**config.mk**
```make
export PLATFORM = sky130hd
export DESIGN_NAME = booth_radix4_mul
export DESIGN_NICKNAME = d
export VERILOG_FILES = /design/src/rtl/booth_radix4_mul.sv
export SDC_FILE = /design/constraint.sdc
export NUM_CORES = 1
export LEC_CHECK = 0
export ABC_AREA = 1
export ABC_CLOCK_PERIOD_IN_PS = 2800
export CAP_MARGIN = 0
export CORE_MARGIN = 2
export CORE_UTILIZATION = 55
export CTS_CLUSTER_DIAMETER = 200
export DETAILED_ROUTE_END_ITERATION = 10
export HOLD_SLACK_MARGIN = 0.15
export PLACE_DENSITY = 0.8
export SYNTH_ARGS = -nofsm -noshare
export SYNTH_HDL_FRONTEND = slang
export SYNTH_SLANG_ARGS = --single-unit
```
**constraint.sdc**
```tcl
create_clock -name clk -period 2.8 [get_ports clk]
set_clock_uncertainty 0.1 [all_clocks]
set_input_delay 0.56 -clock clk [delete_from_list [all_inputs] [get_ports clk]]
set_output_delay 0.56 -clock clk [all_outputs]
set_load 0.005 [all_outputs]
```
**src/rtl/booth_radix4_mul.sv**
```systemverilog
// Radix-4 (modified Booth) sequential multiplier, W-bit operands loaded serially on ibus,
// 2W-bit product streamed on obus as low word then high word.
//
// state  | meaning
// IDLE   | waiting for bgn; captures multiplicand and mode
// LOAD_Q | captures multiplier, clears accumulator and counter
// ADD    | adds the Booth digit multiple of M into A
// SHIFT  | arithmetic right shift of {A,Q,q-1} by 2, counts iterations
// OUT_LO | obus carries product low word
// OUT_HI | obus carries product high word
// DONE   | stop high until bgn is released
module booth_radix4_mul #(
  parameter int W = 8
) (
  input  logic         clk,
  input  logic         rst_b,
  input  logic         bgn,
  input  logic         sgn,
  input  logic [W-1:0] ibus,
  output logic [W-1:0] obus,
  output logic         busy,
  output logic         stop
);

  localparam int XW = W + 2;
  localparam int AW = W + 4;
  localparam int SW = AW + XW + 1;
  localparam int CW = $clog2(W / 2 + 2);

  typedef enum logic [2:0] {IDLE, LOAD_Q, ADD, SHIFT, OUT_LO, OUT_HI, DONE} state_t;

  state_t          state;
  logic            mode;
  logic [XW-1:0]   m;
  logic [XW-1:0]   q;
  logic [AW-1:0]   a;
  logic            q1;
  logic [CW-1:0]   cnt;
  logic [2*W-1:0]  p;

  logic [AW-1:0]   m_ext;
  logic [AW-1:0]   m2;
  logic [AW-1:0]   a_add;
  logic [CW-1:0]   cnt_nxt;
  logic [CW-1:0]   n_iter;
  logic [SW-1:0]   sh;
  logic [2*W-1:0]  p_nxt;

  assign m_ext   = {{2{m[XW-1]}}, m};
  assign m2      = {m_ext[AW-2:0], 1'b0};
  assign n_iter  = mode ? CW'(W / 2) : CW'(W / 2 + 1);
  assign cnt_nxt = cnt + CW'(1);
  assign sh      = $signed({a, q, q1}) >>> 2;
  // Signed mode shifts out only W multiplier bits, so the product sits two bits higher.
  assign p_nxt   = mode ? sh[2*W+2:3] : sh[2*W:1];

  always_comb begin
    a_add = a;
    case ({q[1:0], q1})
      3'b001, 3'b010: a_add = a + m_ext;
      3'b011:         a_add = a + m2;
      3'b100:         a_add = a - m2;
      3'b101, 3'b110: a_add = a - m_ext;
      default:        a_add = a;
    endcase
  end

  always_ff @(posedge clk or negedge rst_b) begin
    if (!rst_b) begin
      state <= IDLE;
      mode  <= 1'b0;
      m     <= '0;
      q     <= '0;
      a     <= '0;
      q1    <= 1'b0;
      cnt   <= '0;
      p     <= '0;
      obus  <= '0;
      busy  <= 1'b0;
      stop  <= 1'b0;
    end else begin
      case (state)
        IDLE: begin
          if (bgn) begin
            m     <= sgn ? {{2{ibus[W-1]}}, ibus} : {2'b00, ibus};
            mode  <= sgn;
            busy  <= 1'b1;
            state <= LOAD_Q;
          end
        end
        LOAD_Q: begin
          q     <= mode ? {{2{ibus[W-1]}}, ibus} : {2'b00, ibus};
          a     <= '0;
          q1    <= 1'b0;
          cnt   <= '0;
          state <= ADD;
        end
        ADD: begin
          a     <= a_add;
          state <= SHIFT;
        end
        SHIFT: begin
          {a, q, q1} <= sh;
          cnt        <= cnt_nxt;
          if (cnt_nxt == n_iter) begin
            p     <= p_nxt;
            obus  <= p_nxt[W-1:0];
            state <= OUT_LO;
          end else begin
            state <= ADD;
          end
        end
        OUT_LO: begin
          obus  <= p[2*W-1:W];
          state <= OUT_HI;
        end
        OUT_HI: begin
          obus  <= '0;
          busy  <= 1'b0;
          stop  <= 1'b1;
          state <= DONE;
        end
        DONE: begin
          if (!bgn) begin
            stop  <= 1'b0;
            state <= IDLE;
          end
        end
        default: state <= IDLE;
      endcase
    end
  end

endmodule
```
-- Word level (Yosys, flattened, before mapping)
Index checks and enable logic that the tools add are counted.
- logic and storage cells: 71
- output and inout bits: 10
- register bits: 66
- reductions and logical operators: 17
- bitwise operators: 1
- eq/ne operators: 17
- add/sub/neg operators: 5
- multiplexer cells: 19
- operators by type and width (kind ; count):
    $pmux W12 S4 ; 1
    $pmux W12 S3 ; 1
    $add A12 B12 Y12 ; 2
    $pmux W8 S3 ; 1
    $sub A12 B12 Y12 ; 2
    $pmux W3 S7 ; 1
    $mux W10 ; 2
    $pmux W10 S2 ; 1
    $eq A3 B3 Y1 const B ; 6
    $mux W16 ; 1
    $reduce_and A2 Y1 ; 7
    $eq A3 B2 Y1 const B ; 4
    $mux W3 ; 3
    $mux W8 ; 1
    $reduce_bool A2 Y1 ; 4
    $eq A3 B1 Y1 const B ; 2
    $ne A2 B2 Y1 const B ; 3
    $pmux W1 S2 ; 3
    $pmux W3 S2 ; 1
    $reduce_bool A3 Y1 ; 2
    $ne A5 B1 Y1 const B ; 1
    $reduce_or A2 Y1 ; 2
    $add A3 B1 Y3 const B ; 1
    $eq A3 B3 Y1 ; 1
    4 further kinds ; 6

-- Logic depth before layout (Yosys ltp)
Gate-level depths: netlist of run 1.
- depth after elaboration: 4
- depth in mapped cells: 20
- mapped depth without buffers: 19

-- Worst setup path before layout of run 1
Ideal clock, no wire load.
- path type: reg-to-reg
- from: register m[0]
- to: register a[7]
- library setup time: 121 ps
- arrival time: 2447 ps
- required time: 2579 ps
- stages on the path, launching flop included: 18
- slack: 131 ps
- cell sequence: dfrtp_1 inv_1 ha_1 nand3_1 nor3_1 xor2_1 nand2_1 o21ai_0 ha_1 a21oi_1 o21ai_0 inv_1 nand2_1 or2_2 nand3_1 nand3_1 nand2_1 o21ai_1
- longest elaborated chain between the ends: 3
- elaborated cells between the ends (all ways): 6
- classes of those cells: add/sub (4); mux (2)
- RTL lines (element ; RTL line ; text):
    start, declared ; 34 ; logic [XW-1:0] m;
    start signal, assigned ; 85 ; m <= sgn ? {{2{ibus[W-1]}}, ibus} : {2'b00, ibus};
    $sub A12 B12 Y12 (tied with other cells) ; 63 ; 3'b101, 3'b110: a_add = a - m_ext;
    $pmux W12 S4 * ; 59 ; case ({q[1:0], q1})
    $pmux W12 S3 * ; 82 ; case (state)
    end signal, assigned ; 103 ; {a, q, q1} <= sh;
    end, declared ; 36 ; logic [AW-1:0] a;
Every way passes the cells marked *; elsewhere a longest branch is shown, timed or not.
A chain may end at the register's enable or synchronous reset.

-- Worst setup path in the final report of run 1
- from: register m[0]
- to: register a[9]
Same word-level chain as after synthesis.

==> reports/metrics.yaml, run 1 <==
maxSlewHeadroom_pct: 57.0
ys_types: 34
numCtsBuffers: 9
pre_cts_slack_ns: -0.0508
grt_pass1_wl_mm: 19.7
yosysSeqAreaShare_pct: 33.6
wl_per_cell_um: 16.0
antenna_left: 0
fp.dieArea_um2: 8440
drt_wl_total_mm: 12.4
io_buffers: 21
worstSetupPathType: "flip-flop to flip-flop"
rsz0062_at_grt: "true"
die_h_um: 91.9
start_util_pct: 55.9
slew_viol_final: 0
dpl.hpwl_mm: 9.09
whs_ns: 0.143
arrival_ns: 2.83
pin_count: 22
nets: 702
final_cells: 772
die_x_um: 91.9
clk_path_buf_depth: 2
drive_gt1_share_pct: 19.3
yosysWarnings: 0
worstMarginPinSlew_ns: 0.645
status: "complete, no violations"
cts_hold_buf: 0
num_rows: 32
finalHoldViolCount: 0
syn_area_per_cell_um2: 6.89
finalSetupViolations: 0
vias: 4413
overflow: 0
htreeDepth: 3
worst_slack_ns: 0.0980
drc_errors: 0
vias_per_cell: 5.72
cts_root_buf: "clkbuf_8"
startpoint_type: "flip-flop"
tritoncts: "built"
synthesis.area_um2: 4250
most-common-layout-cells: "nand2_1 (160), inv_1 (67), dfrtp_1 (55), nand3_1 (54), nor2_1 (44)"
grt_max_degree: 32
fin_tns_setup_ns: 0
drtIter0Drc: 331
syn2layout_area_growth_pct: 23.7
track_usage_pct: 29.3
required_ns: 2.93
timing.fmax_ghz: 0.370
final_common_cell: "nand2_1"
clkLatencyLatePin_ns: 0.34
drt_first_pass_iters: 6
maxCapViolCount: 0
fin_crit_sh_pct: 96.5
synth_nets: 654
end_kind: "flip-flop"
synth_seq_cells: 57
min_period_ns: 2.70
antenna_found_initial: 0
clk_pin_slew_ns: 0.07
syn_inst: 617
dp.cells: 744
place_congestion: 0.930
grt_pass1_vias: 4059
antenna_cells: 0
crit_fanout: 4
core_area_um2: 7610
min_path_type: "primary input to async pin"
cts_sinks: 57
## cells in the mapped netlist (all sizes together)
master | count | share of area (%)
clkinv | 1 | 0.21
nand3b | 1 | 0.18
xnor2 | 3 | 0.62
o21ai | 62 | 7.8
or2 | 3 | 0.44
nor3 | 3 | 0.35
ha | 23 | 6.8
dfrtp | 57 | 34
nand4 | 7 | 1.0
buf | 5 | 0.88
nand3 | 60 | 7.1
inv | 77 | 6.9
a31oi | 11 | 1.6
o21bai | 5 | 0.88
fa | 2 | 0.94
o21a | 1 | 0.18
xor2 | 7 | 1.4
o22ai | 3 | 0.44
clkbuf | 11 | 0.97
o221ai | 11 | 2.3
nor2 | 57 | 5.9
a21oi | 32 | 3.8
o31ai | 1 | 0.18
o211ai | 1 | 0.18
a22oi | 1 | 0.18
nand2 | 172 | 15
## final timing paths
| kind | from | to | slack [ns] | cells after the start |
|---|---|---|---|---|
| max in group asynchronous | rst_b | m[2]$_DFFE_PN0P_ | 1.83 | 2 |
| worst min register to register | busy$_DFFE_PN0P_ | busy$_DFFE_PN0P_ | 0.38 | 2 |
| worst max-delay path | m[0]$_DFFE_PN0P_ | a[9]$_DFFE_PN0P_ | 0.1 | 17 |
| min in group clk | busy$_DFFE_PN0P_ | busy$_DFFE_PN0P_ | 0.38 | 2 |
| worst max register to register | m[0]$_DFFE_PN0P_ | a[9]$_DFFE_PN0P_ | 0.1 | 17 |
| worst min-delay path | rst_b | obus[5]$_DFFE_PN0P_ | 0.14 | 1 |
## through the flow
stage | util (%) | area, um2
global placement | 61.3 | 4670
detailed placement | 61.3 | 4670
CTS | 64.5 | 4910
global route | 69.1 | 5260
floorplan | - | 4250
finish | 69.1 | 5260
## metal layers
layer	part of all wire, %	vias to the layer above	GRT usage, %
li1	-	2147	-
met1	41	2058	37.4
met2	50	167	51.5
met3	5.0	41	4.44
met4	3.2	0	8.46
met5	0	-	0
## critical path, cell delays in order (launching register included)
cell and delay [ns]:
dfrtp_1 0.39, inv_2 0.08, buf_4 0.12, nand4_1 0.16
buf_4 0.19, xnor2_2 0.13, nand2_1 0.08, o21ai_0 0.08
ha_1 0.39, a21oi_2 0.22, nor2_1 0.06, nor2_1 0.12
a21oi_1 0.08, o21a_1 0.20, nand2_1 0.05, nand2_1 0.04
nand2_1 0.05, nand2_1 0.05
## state kept, by name, summed over array words and instances, names as in the netlist
signal,flops
mode,1
m,9
q,10
obus,8
a,12
q1,1
p,8
busy,1
state,3
cnt,3
stop,1
## repair_timing
action                     in CTS  in global routing
pin swaps                       1                 26
resized for setup               5                 78
setup buffers                   0                 12
setup endpoints to repair       4                  9
## layout make-up
cell class              instances  area (um2)
clock buffers                   9         124
repair buffers                 53         469
well taps                     102         128
clock inverters                 7         103
fillers                       682        2350
multi-input cells             466        2700
inverters                      78         300
flip-flops and latches         57        1430
## logic make-up (layout without fill, tap and decap cells)
logic type | Yosys count | in the layout | synth area share (%)
simple gates | 303 | 303 | 30.2
compound gates | 128 | 128 | 17.5
buf+inv | 94 | 147 | 8.92
flops | 57 | 57 | 33.6
fa+ha+maj | 25 | 25 | 7.72
xor+xnor | 10 | 10 | 2.06
Power of run 1 is not shown: default switching activity piles up to over one toggle a cycle in this logic, so the estimate is an artifact.
==> run 2, diff against run 1 <==
Settings changed: GPL_ROUTABILITY_DRIVEN from default to 1.
==> results of run 2 <==
The final DEF is identical to that of run 1; final timing and power are the same.
Power of run 2 is left out for the same reason.
